[src/rtl/pipe_perf_monitor_if.sv]
// Sideband bus between the CPU probe points and pipe_perf_monitor.
// The master drives pipeline observations and read select; the slave returns counts and status.
interface pipe_perf_monitor_if #(
  parameter int CNT_W = 32
);
  logic             start_i;
  logic             hd_nostall_i;
  logic             jump_i;
  logic             branch_i;
  logic             eq_i;
  logic [31:0]      pc_i;
  logic             clear_i;
  logic [1:0]       sel_i;
  logic [CNT_W-1:0] data_o;
  logic             running_o;
  logic             done_o;

  modport master (
    output start_i, hd_nostall_i, jump_i, branch_i, eq_i, pc_i, clear_i, sel_i,
    input  data_o, running_o, done_o
  );

  modport slave (
    input  start_i, hd_nostall_i, jump_i, branch_i, eq_i, pc_i, clear_i, sel_i,
    output data_o, running_o, done_o
  );
endinterface

[src/rtl/pipe_perf_monitor.sv]
// Saturating cycle/stall/flush counters for the 5-stage pipeline with a self-stopping cycle budget.
// Optional PC snapshot at the stop edge is built only when PERF_PC_SNAPSHOT_EN is defined.
module pipe_perf_monitor #(
  parameter int CNT_W       = 32,
  parameter int CYCLE_LIMIT = 30
) (
  input  logic                clk_i,
  input  logic                rst_i,
  pipe_perf_monitor_if.slave  bus
);
  typedef enum logic [1:0] {IDLE, RUN, DONE} state_e;

  localparam logic [CNT_W-1:0] LIMIT = CNT_W'(CYCLE_LIMIT);

  state_e           state_q, state_d;
  logic [CNT_W-1:0] cyc_q, cyc_d;
  logic [CNT_W-1:0] stall_q, stall_d;
  logic [CNT_W-1:0] flush_q, flush_d;
  logic [CNT_W-1:0] data_q, data_d;
  logic             running_q, running_d;
  logic             done_q, done_d;
  logic [CNT_W-1:0] snap_rd;
  logic             stall_ev, flush_ev;

  function automatic logic [CNT_W-1:0] sat_inc(input logic [CNT_W-1:0] v, input logic en);
    return (en && (v != '1)) ? v + CNT_W'(1) : v;
  endfunction

  // A bubble caused by a control transfer is a flush, not a load-use stall.
  assign stall_ev = !bus.hd_nostall_i && !bus.jump_i && !bus.branch_i;
  assign flush_ev = bus.jump_i || (bus.branch_i && bus.eq_i);

  always_comb begin
    // NOTE: every always_comb output gets a default first so no path leaves it unassigned (no latch).
    state_d = state_q;
    cyc_d   = cyc_q;
    stall_d = stall_q;
    flush_d = flush_q;
    if (bus.clear_i) begin
      state_d = IDLE;
      cyc_d   = '0;
      stall_d = '0;
      flush_d = '0;
    end else begin
      unique case (state_q)
        IDLE: if (bus.start_i) state_d = RUN;
        RUN: if (bus.start_i) begin
          cyc_d   = sat_inc(cyc_q, 1'b1);
          stall_d = sat_inc(stall_q, stall_ev);
          flush_d = sat_inc(flush_q, flush_ev);
          if ((CYCLE_LIMIT != 0) && (cyc_d == LIMIT)) state_d = DONE;
        end
        DONE: ;
        default: state_d = IDLE;
      endcase
    end

    running_d = (state_d == RUN);
    done_d    = (state_d == DONE);

    unique case (bus.sel_i)
      2'd0:    data_d = cyc_q;
      2'd1:    data_d = stall_q;
      2'd2:    data_d = flush_q;
      default: data_d = snap_rd;
    endcase
  end

  always_ff @(posedge clk_i) begin
    // NOTE: sequential state uses non-blocking assignment so every flop samples pre-edge values.
    if (rst_i) begin
      state_q   <= IDLE;
      cyc_q     <= '0;
      stall_q   <= '0;
      flush_q   <= '0;
      data_q    <= '0;
      running_q <= 1'b0;
      done_q    <= 1'b0;
    end else begin
      state_q   <= state_d;
      cyc_q     <= cyc_d;
      stall_q   <= stall_d;
      flush_q   <= flush_d;
      data_q    <= data_d;
      running_q <= running_d;
      done_q    <= done_d;
    end
  end

`ifdef PERF_PC_SNAPSHOT_EN
  logic [CNT_W-1:0] snap_q, snap_d;

  // RUN->DONE only happens through the limit stop, so this marks the stop edge.
  always_comb begin
    snap_d = snap_q;
    if (bus.clear_i)                              snap_d = '0;
    else if ((state_q == RUN) && (state_d == DONE)) snap_d = CNT_W'(bus.pc_i);
  end

  always_ff @(posedge clk_i) begin
    if (rst_i) snap_q <= '0;
    else       snap_q <= snap_d;
  end

  assign snap_rd = snap_q;
`else
  logic unused_pc;
  assign unused_pc = ^bus.pc_i;
  assign snap_rd   = '0;
`endif

  assign bus.data_o    = data_q;
  assign bus.running_o = running_q;
  assign bus.done_o    = done_q;
endmodule

[src/flat_wrapper.sv]
// flat-port wrapper written by rule: the top's interface ports become plain ports
module pipe_perf_monitor_flat 
#(
  parameter int CNT_W       = 32,
  parameter int CYCLE_LIMIT = 30
)
  (clk_i, rst_i, bus_start_i, bus_hd_nostall_i, bus_jump_i, bus_branch_i, bus_eq_i, bus_pc_i, bus_clear_i, bus_sel_i, bus_data_o, bus_running_o, bus_done_o);
  pipe_perf_monitor_if #(.CNT_W(CNT_W)) bus_i ();
  input  logic clk_i;
  input  logic rst_i;
  input wire logic [$bits(bus_i.start_i)-1:0] bus_start_i;
  input wire logic [$bits(bus_i.hd_nostall_i)-1:0] bus_hd_nostall_i;
  input wire logic [$bits(bus_i.jump_i)-1:0] bus_jump_i;
  input wire logic [$bits(bus_i.branch_i)-1:0] bus_branch_i;
  input wire logic [$bits(bus_i.eq_i)-1:0] bus_eq_i;
  input wire logic [$bits(bus_i.pc_i)-1:0] bus_pc_i;
  input wire logic [$bits(bus_i.clear_i)-1:0] bus_clear_i;
  input wire logic [$bits(bus_i.sel_i)-1:0] bus_sel_i;
  output wire logic [$bits(bus_i.data_o)-1:0] bus_data_o;
  output wire logic [$bits(bus_i.running_o)-1:0] bus_running_o;
  output wire logic [$bits(bus_i.done_o)-1:0] bus_done_o;
  assign bus_i.start_i = bus_start_i;
  assign bus_i.hd_nostall_i = bus_hd_nostall_i;
  assign bus_i.jump_i = bus_jump_i;
  assign bus_i.branch_i = bus_branch_i;
  assign bus_i.eq_i = bus_eq_i;
  assign bus_i.pc_i = bus_pc_i;
  assign bus_i.clear_i = bus_clear_i;
  assign bus_i.sel_i = bus_sel_i;
  assign bus_data_o = bus_i.data_o;
  assign bus_running_o = bus_i.running_o;
  assign bus_done_o = bus_i.done_o;
  pipe_perf_monitor #(.CNT_W(CNT_W), .CYCLE_LIMIT(CYCLE_LIMIT)) u_core (.clk_i(clk_i), .rst_i(rst_i), .bus(bus_i));
endmodule
[config.mk]
export PLATFORM = sky130hd
export DESIGN_NAME = pipe_perf_monitor_flat
export DESIGN_NICKNAME = d
export VERILOG_FILES = /design/src/rtl/pipe_perf_monitor_if.sv /design/src/rtl/pipe_perf_monitor.sv /design/src/flat_wrapper.sv
export SDC_FILE = /design/constraint.sdc
export NUM_CORES = 1
export LEC_CHECK = 0
export ABC_AREA = 0
export CORE_ASPECT_RATIO = 0.75
export CORE_MARGIN = 5
export CORE_UTILIZATION = 59
export CTS_CLUSTER_DIAMETER = 30
export DETAILED_ROUTE_END_ITERATION = 8
export PLACE_DENSITY = 0.83
export REMOVE_ABC_BUFFERS = 1
export SYNTH_ARGS = -nofsm -noshare
export SYNTH_HDL_FRONTEND = slang
export SYNTH_SLANG_ARGS = --single-unit
[constraint.sdc]
create_clock -name clk_i -period 5.6 [get_ports clk_i]
set_input_delay 1.12 -clock clk_i [delete_from_list [all_inputs] [get_ports clk_i]]
set_output_delay 1.12 -clock clk_i [all_outputs]
set_load 0.02 [all_outputs]
==> flow_summary.json <==
{
  "outcome": "complete, no violations",
  "finalHoldViolCount": 0,
  "fin_nets": 883,
  "fin_worst_skew_ns": 0.006406,
  "via_per_inst": 6.143,
  "fmax_ghz": 0.2604,
  "cts_root_buf": "clkbuf_16",
  "grt_pass1_wl_um": 27690,
  "finalCritPeriodShare_pct": 68.58,
  "max_cap_violations": 0,
  "yosysTopAreaCellShare_pct": 39.18,
  "end_kind": "flop",
  "num_vias": 6082,
  "total_power_mw": 2.109,
  "diodes": 0,
  "slew_headroom_pct": 15.33,
  "synth_area_leaders": "dfxtp_1 (39%), nor2_1 (9.9%), xnor2_1 (6.1%)",
  "rsz0062_at_grt": "no",
  "worst-path-max-fanout": 15,
  "leakage_nw": 2.573,
  "dieArea_um2": 13690,
  "switching_share_pct": 20.71,
  "synthCells": 830,
  "cpPeakStageDelay_ns": 0.67,
  "postCtsHoldBufs": 0,
  "fp.dieW_um": 133.5,
  "criticalPathCategory": "input pin to flop",
  "area_delta_synth_final_pct": 13.43,
  "reg2reg_slack_ns": 2.54,
  "ys_types": 52,
  "start_kind": "input pin",
  "post_cts_buffers": 0,
  "syn_area_um2": 6745,
  "globalRouteTotalUtil_pct": 25.02,
  "antenna_found_initial": 0,
  "ant_nets": 0,
  "drt_pass1_iterations": 5,
  "p_int_mw": 1.672,
  "io_pins": 76,
  "cts_buffers": 17,
  "share_comb_of_total_power_pct": 2.3,
  "critPathLaunch": "bus_start_i",
  "drt_iter0_drc": 658,
  "irDropWorstVdd_uv": 234.5,
  "cp.depth": 8,
  "clk_pin_slew_ns": 0.05,
  "r2r_cells": 7,
  "report.final.slew_viol_count": 0,
  "grt_max_degree": 52,
  "switchingPower_mw": 0.4367,
  "worst-slew-pin-transition_ns": 1.264,
  "period_needed_ns": 3.841,
  "synth_area_leader_cell": "dfxtp_1",
  "grt_pass1_vias": 5679,
  "synth_area_per_cell_um2": 8.127,
  "worst-path-buf-inv": 1,
  "yosysSeqAreaShare_pct": 39.18,
  "worst_slack_ns": 1.759,
  "fillers": 900,
  "place_ws_ns": 1.439,
  "drc": 0,
  "synth_async_sr_flop_share_pct": 0,
  "holdCritPathClass": "flop to flop",
  "crit_top_cell": "nor4_1",
  "worstReg2RegStart": "u_core.state_q[1]$_SDFF_PP0_",
  "crit_family": "simple AND/OR/NAND/NOR gates",
  "drive_above_1_share_pct": 5.412,
  "yosysWarnings": 0,
  "synthFlopType": "dfxtp_1",
  "clkPwrFrac_pct": 53.0,
  "port_buffers": 43,
  "slowest_stage": "nor4_1",
  "clock_latency_ns": 0.42,
  "wl_per_cell_um": 16.91,
  "cts_sinks": 132,
  "critPathCapture": "u_core.stall_q[25]$_SDFFE_PP0P_",
  "cts_tree": "done",
  "synth-edff-count": 0,
  "htreeDepth": 4,
  "dpl.hpwl_um": 11520,
  "crit_chain": "clkdlybuf4s50_1 > nand3b_1 > nor4_1 > and4_1 > o211ai_1 > nor4_1 > xnor2_1 > nor2_1",
  "whs_ns": 0.5021,
  "cts_resized": 0,
  "gp_congestion": 0.9478,
  "cts_max_path_buffers": 2,
  "grt_overflow": 0,
  "setup_viol": 0,
  "wl_um": 16740,
  "coreArea_um2": 11070,
  "start_util_pct": 60.96,
  "whs_path_depth": 2,
  "r2r_end": "u_core.stall_q[25]$_SDFFE_PP0P_",
  "rows": 33,
  "p_per_area_nw_per_um2": 275.7,
  "worst-endpoint-required_ns": 5.90,
  "p_seq_share_pct": 44.6,
  "die_h_um": 102.6,
  "ys_ff_latch": 132,
  "cp.arrival_ns": 4.14,
  "fin_tns_setup_ns": 0
}
## layout by cell type (no fill, tap or decap), types with 4 or more instances in the layout
master           count
a211oi_1             5
a21oi_1             57
and2_1               4
and3_1              16
and4_1              13
clkbuf_16           17
clkdlybuf4s50_1     42
clkinv_2             5
dfxtp_1            132
inv_1               16
mux2i_1             39
nand2_1             47
nand3_1             31
nand4_1             33
nor2_1             178
nor3_1              19
nor4_1              12
o2111ai_1            5
o21ai_0             21
or3_1               21
xnor2_1             47
xor2_1              37
## tightest hold or removal path, cell delays in order, from the launching register on
cell	delay (ns)
dfxtp_1	0.33
o21ai_0	0.07
a21oi_1	0.06
## power by group through the flow
stage                     Combinational, mW  Clock, mW  Sequential [mW]
final                                0.0495       1.12            0.941
after floorplan                      0.0186          0            0.962
after global placement               0.0478          0            0.961
after CTS                            0.0488       1.13            0.941
after global routing                 0.0536       1.18            0.941
after detailed placement             0.0484          0            0.961
## stage by stage
step	instance area, µm²	utilization (%)	cells
after floorplan	6414	-	772
after global placement	7059	63.79	959
after detailed placement	7059	63.79	959
after CTS	7651	69.14	990
after global routing	7651	69.14	990
final	7651	69.14	990
## sequential cells by signal (all words and copies together), names as in the netlist
name and cells:
u_core.bus.data_o 32, u_core.bus.done_o 1, u_core.bus.running_o 1, u_core.cyc_q 32, u_core.flush_q 32, u_core.stall_q 32
u_core.state_q 2
## how the worst min path moves through the flow
stage | start | end | slack, ns
after floorplan | u_core.stall_q[1]$_SDFFE_PP0P_ | u_core.stall_q[1]$_SDFFE_PP0P_ | 0.46
after global placement | u_core.stall_q[1]$_SDFFE_PP0P_ | u_core.stall_q[1]$_SDFFE_PP0P_ | 0.47
after detailed placement | u_core.stall_q[1]$_SDFFE_PP0P_ | u_core.stall_q[1]$_SDFFE_PP0P_ | 0.49
after CTS | u_core.stall_q[1]$_SDFFE_PP0P_ | u_core.stall_q[1]$_SDFFE_PP0P_ | 0.50
after global routing | u_core.stall_q[29]$_SDFFE_PP0P_ | u_core.stall_q[29]$_SDFFE_PP0P_ | 0.52
final | u_core.stall_q[29]$_SDFFE_PP0P_ | u_core.stall_q[29]$_SDFFE_PP0P_ | 0.50
## logic make-up after synthesis
family,after synthesis,synth area share [%]
AO/OA/AOI/OAI,105,9.071
XOR/XNOR,84,10.91
adder cells (fa/ha/maj),3,0.5565
buffers and inverters,74,5.806
flip-flops,132,39.18
multiplexers,39,5.787
AND/OR/NAND/NOR,393,28.70
## area by class of cell
class / instances / area, µm² / area share, %
multi-input combinational: 624 / 3714 / 48.54
sequential: 132 / 2643 / 34.54
timing repair buffer: 47 / 467.9 / 6.116
clock buffer: 21 / 460.4 / 6.018
tap: 140 / 175.2 / 2.289
clock inverter: 10 / 131.4 / 1.717
inverter: 16 / 60.06 / 0.7850
## cell usage after synthesis, types with 3 or more instances
library cell	number
inv_1	16
dfxtp_1	132
o2111ai_1	5
o21ai_0	21
buf_2	5
nor2_1	178
nand2b_1	3
buf_4	3
a21oi_1	57
o211ai_1	3
xnor2_1	47
clkbuf_8	4
xor2_1	37
nor4_1	12
or3_1	21
nor3_1	19
and4_1	13
ha_1	3
nand2_1	47
a211oi_1	5
nand3_1	31
and3_1	16
nand4_1	33
mux2i_1	39
buf_6	7
and2_1	4
clkbuf_1	36
## layer usage
layer  global-route usage (%)  vias up  part of all wire, %
met1                    33.45     2862                   44
met5                        0        -                    0
li1                         -     2889                    -
met3                    6.390       33                  8.4
met2                    39.63      298                   45
met4                    9.328        0                  2.1
(Power assumes the default switching activity.)
